===== src/rtl/imm_pkg.sv =====
// Shared types for the immediate generator: selector encoding, legality
// helpers and the result record held by both storage entries.
package imm_pkg;

    typedef enum logic [2:0] {
        IMM_I     = 3'd0,
        IMM_S     = 3'd1,
        IMM_B     = 3'd2,
        IMM_J     = 3'd3,
        IMM_U     = 3'd4,
        IMM_Z     = 3'd5,
        IMM_SHAMT = 3'd6,
        IMM_RSVD  = 3'd7
    } imm_src_e;

    localparam int XLEN_MAX = 64;
    localparam int TAG_MAX  = 64;

    // Sized for the widest configuration; narrower builds use the low bits.
    typedef struct packed {
        logic [XLEN_MAX-1:0] imm;
        logic [TAG_MAX-1:0]  tag;
        logic                illegal;
    } imm_res_t;

    function automatic bit xlen_legal(input int xlen);
        return (xlen == 32) || (xlen == 64);
    endfunction

endpackage


===== src/rtl/imm_decode.sv =====
// Combinational immediate extraction from an RV32/RV64 instruction word.
// Reserved selectors yield zero with the illegal flag set.
module imm_decode
    import imm_pkg::*;
#(
    parameter int XLEN = 32
) (
    input  logic [31:0]     ins,
    input  logic [2:0]      imm_src,
    output logic [XLEN-1:0] imm,
    output logic            illegal
);

    // The opcode field never contributes to any immediate.
    logic unused_opcode;
    assign unused_opcode = ^ins[6:0];

    always_comb begin
        imm     = '0;
        illegal = 1'b0;
        case (imm_src_e'(imm_src))
            IMM_I:     imm = {{(XLEN-12){ins[31]}}, ins[31:20]};
            IMM_S:     imm = {{(XLEN-12){ins[31]}}, ins[31:25], ins[11:7]};
            IMM_B:     imm = {{(XLEN-13){ins[31]}}, ins[31], ins[7], ins[30:25], ins[11:8], 1'b0};
            IMM_J:     imm = {{(XLEN-21){ins[31]}}, ins[31], ins[19:12], ins[20], ins[30:21], 1'b0};
            IMM_U:     imm = XLEN'($signed({ins[31:12], 12'b0}));
            IMM_Z:     imm = XLEN'(ins[19:15]);
            // RV64 shift amounts carry one extra bit.
            IMM_SHAMT: imm = (XLEN == 64) ? XLEN'(ins[25:20]) : XLEN'(ins[24:20]);
            IMM_RSVD:  illegal = 1'b1;
            default:   illegal = 1'b1;
        endcase
    end

endmodule


===== src/rtl/imm_gen_pipe.sv =====
// Decode-stage immediate generator: one-cycle latency, output register plus
// skid entry for full throughput, and a saturating illegal-selector counter.
module imm_gen_pipe
    import imm_pkg::*;
#(
    parameter int XLEN      = 32,
    parameter int TAG_W     = 32,
    parameter int ERR_CNT_W = 8
) (
    input  logic                 clk,
    input  logic                 rst,
    input  logic                 in_valid,
    output logic                 in_ready,
    input  logic [31:0]          ins,
    input  logic [2:0]           imm_src,
    input  logic [TAG_W-1:0]     tag_in,
    output logic                 out_valid,
    input  logic                 out_ready,
    output logic [XLEN-1:0]      imm_op,
    output logic [TAG_W-1:0]     tag_out,
    output logic                 illegal,
    input  logic                 err_clr,
    output logic [ERR_CNT_W-1:0] err_count
);

    if (!xlen_legal(XLEN)) begin : g_bad_xlen
        $error("imm_gen_pipe: XLEN must be 32 or 64");
    end
    if (TAG_W < 1 || TAG_W > TAG_MAX) begin : g_bad_tag
        $error("imm_gen_pipe: TAG_W out of range");
    end

    localparam logic [ERR_CNT_W-1:0] ERR_MAX = '1;

    logic [XLEN-1:0]      dec_imm;
    logic                 dec_illegal;
    imm_res_t             dec_res;

    imm_res_t             main_reg, main_next;
    logic                 main_valid_reg, main_valid_next;
    imm_res_t             skid_reg, skid_next;
    logic                 skid_valid_reg, skid_valid_next;
    logic                 in_ready_reg;
    logic [ERR_CNT_W-1:0] err_count_reg, err_count_next;

    logic                 accept;
    logic                 retire;

    imm_decode #(.XLEN(XLEN)) u_decode (
        .ins     (ins),
        .imm_src (imm_src),
        .imm     (dec_imm),
        .illegal (dec_illegal)
    );

    always_comb begin
        dec_res                 = '0;
        dec_res.imm[XLEN-1:0]   = dec_imm;
        dec_res.tag[TAG_W-1:0]  = tag_in;
        dec_res.illegal         = dec_illegal;
    end

    assign accept = in_valid && in_ready_reg;
    assign retire = main_valid_reg && out_ready;

    always_comb begin
        main_next       = main_reg;
        main_valid_next = main_valid_reg;
        skid_next       = skid_reg;
        skid_valid_next = skid_valid_reg;

        if (retire) begin
            main_valid_next = 1'b0;
        end
        if (skid_valid_reg && retire) begin
            main_next       = skid_reg;
            main_valid_next = 1'b1;
            skid_valid_next = 1'b0;
        end
        // New data goes straight to main only when nothing older is queued.
        if (accept) begin
            if ((!main_valid_reg || retire) && !skid_valid_reg) begin
                main_next       = dec_res;
                main_valid_next = 1'b1;
            end else begin
                skid_next       = dec_res;
                skid_valid_next = 1'b1;
            end
        end
    end

    always_comb begin
        err_count_next = err_count_reg;
        if (err_clr) begin
            err_count_next = '0;
        end else if (accept && dec_illegal && err_count_reg != ERR_MAX) begin
            err_count_next = err_count_reg + 1'b1;
        end
    end

    always_ff @(posedge clk) begin
        if (rst) begin
            main_reg       <= '0;
            main_valid_reg <= 1'b0;
            skid_reg       <= '0;
            skid_valid_reg <= 1'b0;
            in_ready_reg   <= 1'b1;
            err_count_reg  <= '0;
        end else begin
            main_reg       <= main_next;
            main_valid_reg <= main_valid_next;
            skid_reg       <= skid_next;
            skid_valid_reg <= skid_valid_next;
            in_ready_reg   <= !skid_valid_next;
            err_count_reg  <= err_count_next;
        end
    end

    // Upper bits of the wide record are constant zero in narrow builds.
    logic unused_main;
    assign unused_main = ^main_reg;

    assign in_ready  = in_ready_reg;
    assign out_valid = main_valid_reg;
    assign imm_op    = main_reg.imm[XLEN-1:0];
    assign tag_out   = main_reg.tag[TAG_W-1:0];
    assign illegal   = main_reg.illegal;
    assign err_count = err_count_reg;

endmodule


===== config.mk =====
export PLATFORM = sky130hd
export DESIGN_NAME = imm_gen_pipe
export DESIGN_NICKNAME = d
export VERILOG_FILES = /design/src/rtl/imm_pkg.sv /design/src/rtl/imm_decode.sv /design/src/rtl/imm_gen_pipe.sv
export SDC_FILE = /design/constraint.sdc
export NUM_CORES = 1
export LEC_CHECK = 0
export CAP_MARGIN = 20
export CORE_MARGIN = 4
export CORE_UTILIZATION = 35
export CTS_CLUSTER_SIZE = 25
export DETAILED_ROUTE_END_ITERATION = 10
export GPL_TIMING_DRIVEN = 0
export HOLD_SLACK_MARGIN = 0.1
export PLACE_DENSITY_LB_ADDON = 0.2
export SYNTH_ARGS = -nofsm -noshare
export SYNTH_HDL_FRONTEND = slang
export SYNTH_SLANG_ARGS = --single-unit

===== constraint.sdc =====
create_clock -name clk -period 3.1 [get_ports clk]
set_input_delay 0.31 -clock clk [delete_from_list [all_inputs] [get_ports clk]]
set_output_delay 0.31 -clock clk [all_outputs]
set_load 0.01 [all_outputs]

Yosys cells after proc, flatten, opt, wreduce, memory -nomap -nowiden
Index checks and enable logic that the tools add are counted.
{ "word_totals": {"word_cells": 45, "in_bits": 72, "output_inout_bits": 75, "regBits": 205} }
{ "op_classes": {"n_bitwise": 1, "n_reduce_logical": 13, "n_eq_ne": 8, "n_addsub": 1, "n_mux": 12} }
{ "ops": {"columns": ["op", "n"], "rows": [
  ["$mux W129", 3],
  ["$pmux W32 S7", 1],
  ["$eq A3 B3 Y1 const B", 4],
  ["$add A8 B1 Y8 const B", 1],
  ["$mux W1", 8],
  ["$ne A8 B8 Y1 const B", 1],
  ["$eq A3 B2 Y1 const B", 2],
  ["$logic_and A1 B1 Y1", 6],
  ["$eq A3 B1 Y1 const B", 1],
  ["$logic_not A1 Y1", 3],
  ["$logic_not A3 Y1", 1],
  ["$reduce_and A2 Y1", 1],
  ["$reduce_or A2 Y1", 1],
  ["$logic_or A1 B1 Y1", 1],
  ["$not A1 Y1", 1]
]} }

Depth between registers and ports, before layout
{ "logic_depth": {"ltp_word": 6, "mapped_depth": 7, "ltp_nobuf": 5} }

Modules after synthesis
A second synthesis with hierarchy kept.
{ "hier_totals": {"hier_cells": 713, "area_unflattened_um2": 6680.2} }
{ "modules_own_cells": {"columns": ["module", "instances", "area_per_inst_um2", "seq_area_each_um2", "cells_per_inst"], "rows": [
  ["imm_gen_pipe", 1, 6090.8, 2822.7, 631],
  ["imm_decode", 1, 589.3, 0.0, 82]
]} }

Worst setup path before layout
Ideal clock, no wire load.
{ "synth_path": {"path_kind": "register to register", "startpoint": "reg with a tool-made name", "endpoint": "reg main_reg (netlist bit tag_out[10])", "path_buffers": 3, "period_less_slack_ns": 1.621, "setup_ns": 0.147, "slack_ns": 1.479, "arrival_time_ns": 1.474, "required_ns": 2.953, "stages_incl_launch_ff": 8, "path_cell_list": "dfxtp_1 nor2b_2 or3_1 buf_4 buf_6 buf_2 nor2_1 a311oi_2"} }
{ "synth_rtl": {"columns": ["element", "line", "rtl"], "rows": [
  ["to (signal assigned)", "imm_gen_pipe.sv:110", "main_reg <= main_next;"],
  ["to (decl)", "imm_gen_pipe.sv:39", "imm_res_t main_reg, main_next;"]
]} }

Worst setup path after layout
{ "layout_path": {"startpoint": "in out_ready", "endpoint": "reg main_reg (netlist bit tag_out[16])"} }
{ "layout_between": {"elab_chain_cells": 5, "elab_cells_between_ends": 7, "classes_between": "3 x mux; 4 x reduce/logical"} }
{ "layout_lines": {"columns": ["element", "line", "rtl"], "rows": [
  ["from (decl)", "imm_gen_pipe.sv:18", "input logic out_ready,"],
  ["$logic_and A1 B1 Y1 *", "imm_gen_pipe.sv:64", "assign retire = main_valid_reg && out_ready;"],
  ["$logic_and A1 B1 Y1 or $logic_or A1 B1 Y1 (tied branches)", "imm_gen_pipe.sv:75, imm_gen_pipe.sv:82", null],
  ["$mux W129 or $logic_and A1 B1 Y1 (tied branches)", "imm_gen_pipe.sv:75, imm_gen_pipe.sv:82", null],
  ["$mux W129", "imm_gen_pipe.sv:82", "if ((!main_valid_reg || retire) && !skid_valid_reg) begin"],
  ["$mux W129 *", "imm_gen_pipe.sv:81", "if (accept) begin"]
]} }
Every way passes the cells marked *; elsewhere a longest branch is shown, timed or not.
A chain may end at the register's enable or synchronous reset.

==> qor.yml <==
clock_network:
  clock_path_buffers: 2
  cts_made_buffers: 17
  cts-root-buf: "clkbuf_16"
  insertion_delay_ns: 0.42
  cts_tree: "yes"
  postCtsSetupRepairBufs: 0
  path_clk_slew_ns: 0.06
  post_cts_resized: 0
  numClockSinks: 141
  cts_max_level: 4
  cts_hold_buf: 0
pwr:
  vdd_drop_max_mv: 0.4131
  power_leakage_nw: 3.049
  cellPowerDensity_nw_per_um2: 564.5
floorplanning:
  dieArea_sq_um: 20830
  ios: 147
  fp.dieW_um: 144.3
  core_area_sq_um: 18150
  die_y_um: 144.3
  initial_core_util_pct: 35.85
  rows: 49
cells_and_area:
  diodes: 0
  syn2layout_area_growth_pct: 34.56
  layout-drive-gt1-share_pct: 11.82
  fin_area_sq_um: 8755
  fin_nets: 1001
  largest_reg_flops: 65
global_routing:
  grt_usage_pct: 19.13
  grt_max_degree: 17
  grt_pass1_vias: 5734
  antenna_found_initial: 0
  grt_first_pass_wirelength_mm: 30.98
  grt_overflow: 0
synth:
  synth.area.mux_share_pct: 4.154
  synth_area_leaders: "dfxtp_1, nand2_1, a311oi_2, a21oi_1, nor2_1"
  ys_seq_elements: 141
  synth-simple-area-share_pct: 26.12
  synth_compound_area_share_pct: 19.98
  synth_top_family_by_area: "simple AND/OR/NAND/NOR gates"
  synth-edff-count: 0
  synth_fp_nets: 844
  yosys_warnings: 0
  ys_seq_area_share_pct: 43.38
  yosysMostFrequentCell: "nand2_1"
  synthXorXnorAreaFrac_pct: 0.5385
  synthesis.area_sq_um: 6506
  synth_cell_types: 51
  synthCells: 771
  synth_largest_area_cell: "dfxtp_1"
  synth_flop_cell: "dfxtp_1"
  ys_async_sr_fraction_pct: 0
  syn_avg_cell_area_sq_um: 8.439
  ys_top_cells_by_count: "nand2_1, dfxtp_1, nor2_1"
  synth.top_cell.area_share_pct: 43.38
  synthAdderAreaFrac_pct: 0.1923
route:
  wl_mm: 20.00
  drtIter0Drc: 304
  dr.pass1.iters: 5
  vias: 6085
  ant_nets: 0
  viasPerCell: 5.210
  drc: 0
  wl_per_cell_um: 17.12
run_status:
  outcome: "finished clean"
sta:
  final-setup-viol-count: 0
  drv_slew: 0
  skew_ns: 0.007434
  finalCritPeriodShare_pct: 61.50
  finalSetupTns_ns: 0
  worst_pin_slew_ns: 0.7769
  period_minus_slack_ns: 1.907
  rsz0062_at_grt: "no"
  hold_violations: 0
  max_freq_ghz: 0.5245
  relSlewSlack_pct: 48.21
worst_setup_path:
  crit_path_cell_trace: "clkdlybuf4s50_1, and3_1, buf_2, buf_4, clkbuf_1, nand2_1, a311oi_2"
  end_kind: "flip-flop"
  timing.setup.critical_path_class: "in -> reg"
  critPathArrivalTime_ns: 2.23
  cp_data_required_time_ns: 3.43
  rr_endpoint: "skid_reg[86]$_SDFFE_PP0P_"
  crit_fanout: 10
  slowest_delay_ns: 0.57
  r2r_slack_ns: 1.20
  startpoint_type: "primary input"
  reg2reg_depth: 5
  crit_slowest_cell: "clkdlybuf4s50_1"
flow_run:
  maxCapViolCount: 0
worst_hold_path:
  min_to: "skid_reg[17]$_SDFFE_PP0P_"
  min_path_type: "reg -> reg"
  hold_depth: 2
  holdCritStartpoint: "skid_reg[17]$_SDFFE_PP0P_"
placement:
  placed_area_sq_um: 8174
  post-dp-hpwl_mm: 14.47
  gp_congestion: 0.8345
  io_buffers: 138
[metal layers]
metal  up-vias  track usage (%)  part of all wire [%]
met3        25            3.770                   5.5
met2       177            28.94                    46
met1      2862            27.30                    47
met4         0            6.480                   1.8
met5         -                0                     0
li1       3021                -                     -
[layout by cell type, fill, tap and decap left out, drive strengths merged, types with 3 or more instances in the layout]
cell type | netlist | layout
clkinv | 0 | 3
and3 | 13 | 13
inv | 3 | 4
clkinvlp | 0 | 4
clkdlybuf4s50 | 0 | 138
mux4 | 4 | 4
nor2 | 91 | 91
nand4 | 11 | 11
dfxtp | 141 | 141
buf | 27 | 27
nand4b | 10 | 10
nand2 | 185 | 185
clkbuf | 45 | 65
nor2b | 6 | 6
and2 | 5 | 5
o2bb2ai | 6 | 6
nand3 | 12 | 12
a311oi | 34 | 34
or4bb | 4 | 4
mux2i | 9 | 9
mux2 | 8 | 8
nand4bb | 4 | 4
a211oi | 37 | 37
a21oi | 70 | 70
nor3 | 18 | 18
[critical path: cells and delay by family]
family	cells	cell delay, ns
AO/OA/AOI/OAI	1	0.25
buffers and inverters	4	1.35
AND/OR/NAND/NOR	2	0.32
[worst max-delay path by stage]
stage / start / end / slack, ns / cells past startpoint
global route: flip-flop / skid_reg[29]$_SDFFE_PP0P_ / 1.04 / 5
detailed placement: out_ready / tag_out[16]$_SDFF_PP0_ / 0.76 / 7
global placement: out_ready / tag_out[16]$_SDFF_PP0_ / 0.76 / 7
finish: out_ready / tag_out[16]$_SDFF_PP0_ / 1.19 / 7
floorplan: flip-flop / tag_out[10]$_SDFF_PP0_ / 1.48 / 7
CTS: skid_valid_reg$_SDFF_PP0_ / tag_out[16]$_SDFF_PP0_ / 1.19 / 7
[per-stage QoR]
| stage | hold WS, ns | worst slack, ns | total power (W) | cells | util (%) |
|---|---|---|---|---|---|
| after floorplan | 0.4269 | 1.479 | 0.002541 | 771 | - |
| after detailed placement | 0.4458 | 0.7636 | 0.002972 | 1138 | 45.04 |
| after global routing | 0.4654 | 1.043 | 0.005156 | 1168 | 48.24 |
| after global placement | 0.4415 | 0.7577 | 0.002967 | 1138 | 45.04 |
| final | 0.4559 | 1.193 | 0.004942 | 1168 | 48.24 |
| after CTS | 0.4491 | 1.186 | 0.004982 | 1168 | 48.24 |
[area by class of cell]
class / count / area, sq um
fillers: 1777 / 9393
multi-input cells: 555 / 3317
flip-flops and latches: 141 / 2823
repair buffers: 138 / 1381
clock buffers: 20 / 466.7
plain buffers: 72 / 355.3
well taps: 229 / 286.5
clock inverters: 10 / 113.9
inverters: 3 / 11.26
[kinds of logic after synthesis]
family / after synthesis
fa+ha+maj: 1
mux: 21
simple gates: 371
compound gates: 158
xor+xnor: 4
flops: 141
buf+inv: 75
[power by group]
part / leakage, nW / total (W) / switching (W) / internal [W]
Combinational: 1.62 / 0.000903 / 0.000466 / 0.000437
Clock: 0.276 / 0.00201 / 0.000773 / 0.00124
Sequential: 1.15 / 0.00203 / 0.0000808 / 0.00195
Note: power is estimated with default switching activity, not from simulation.
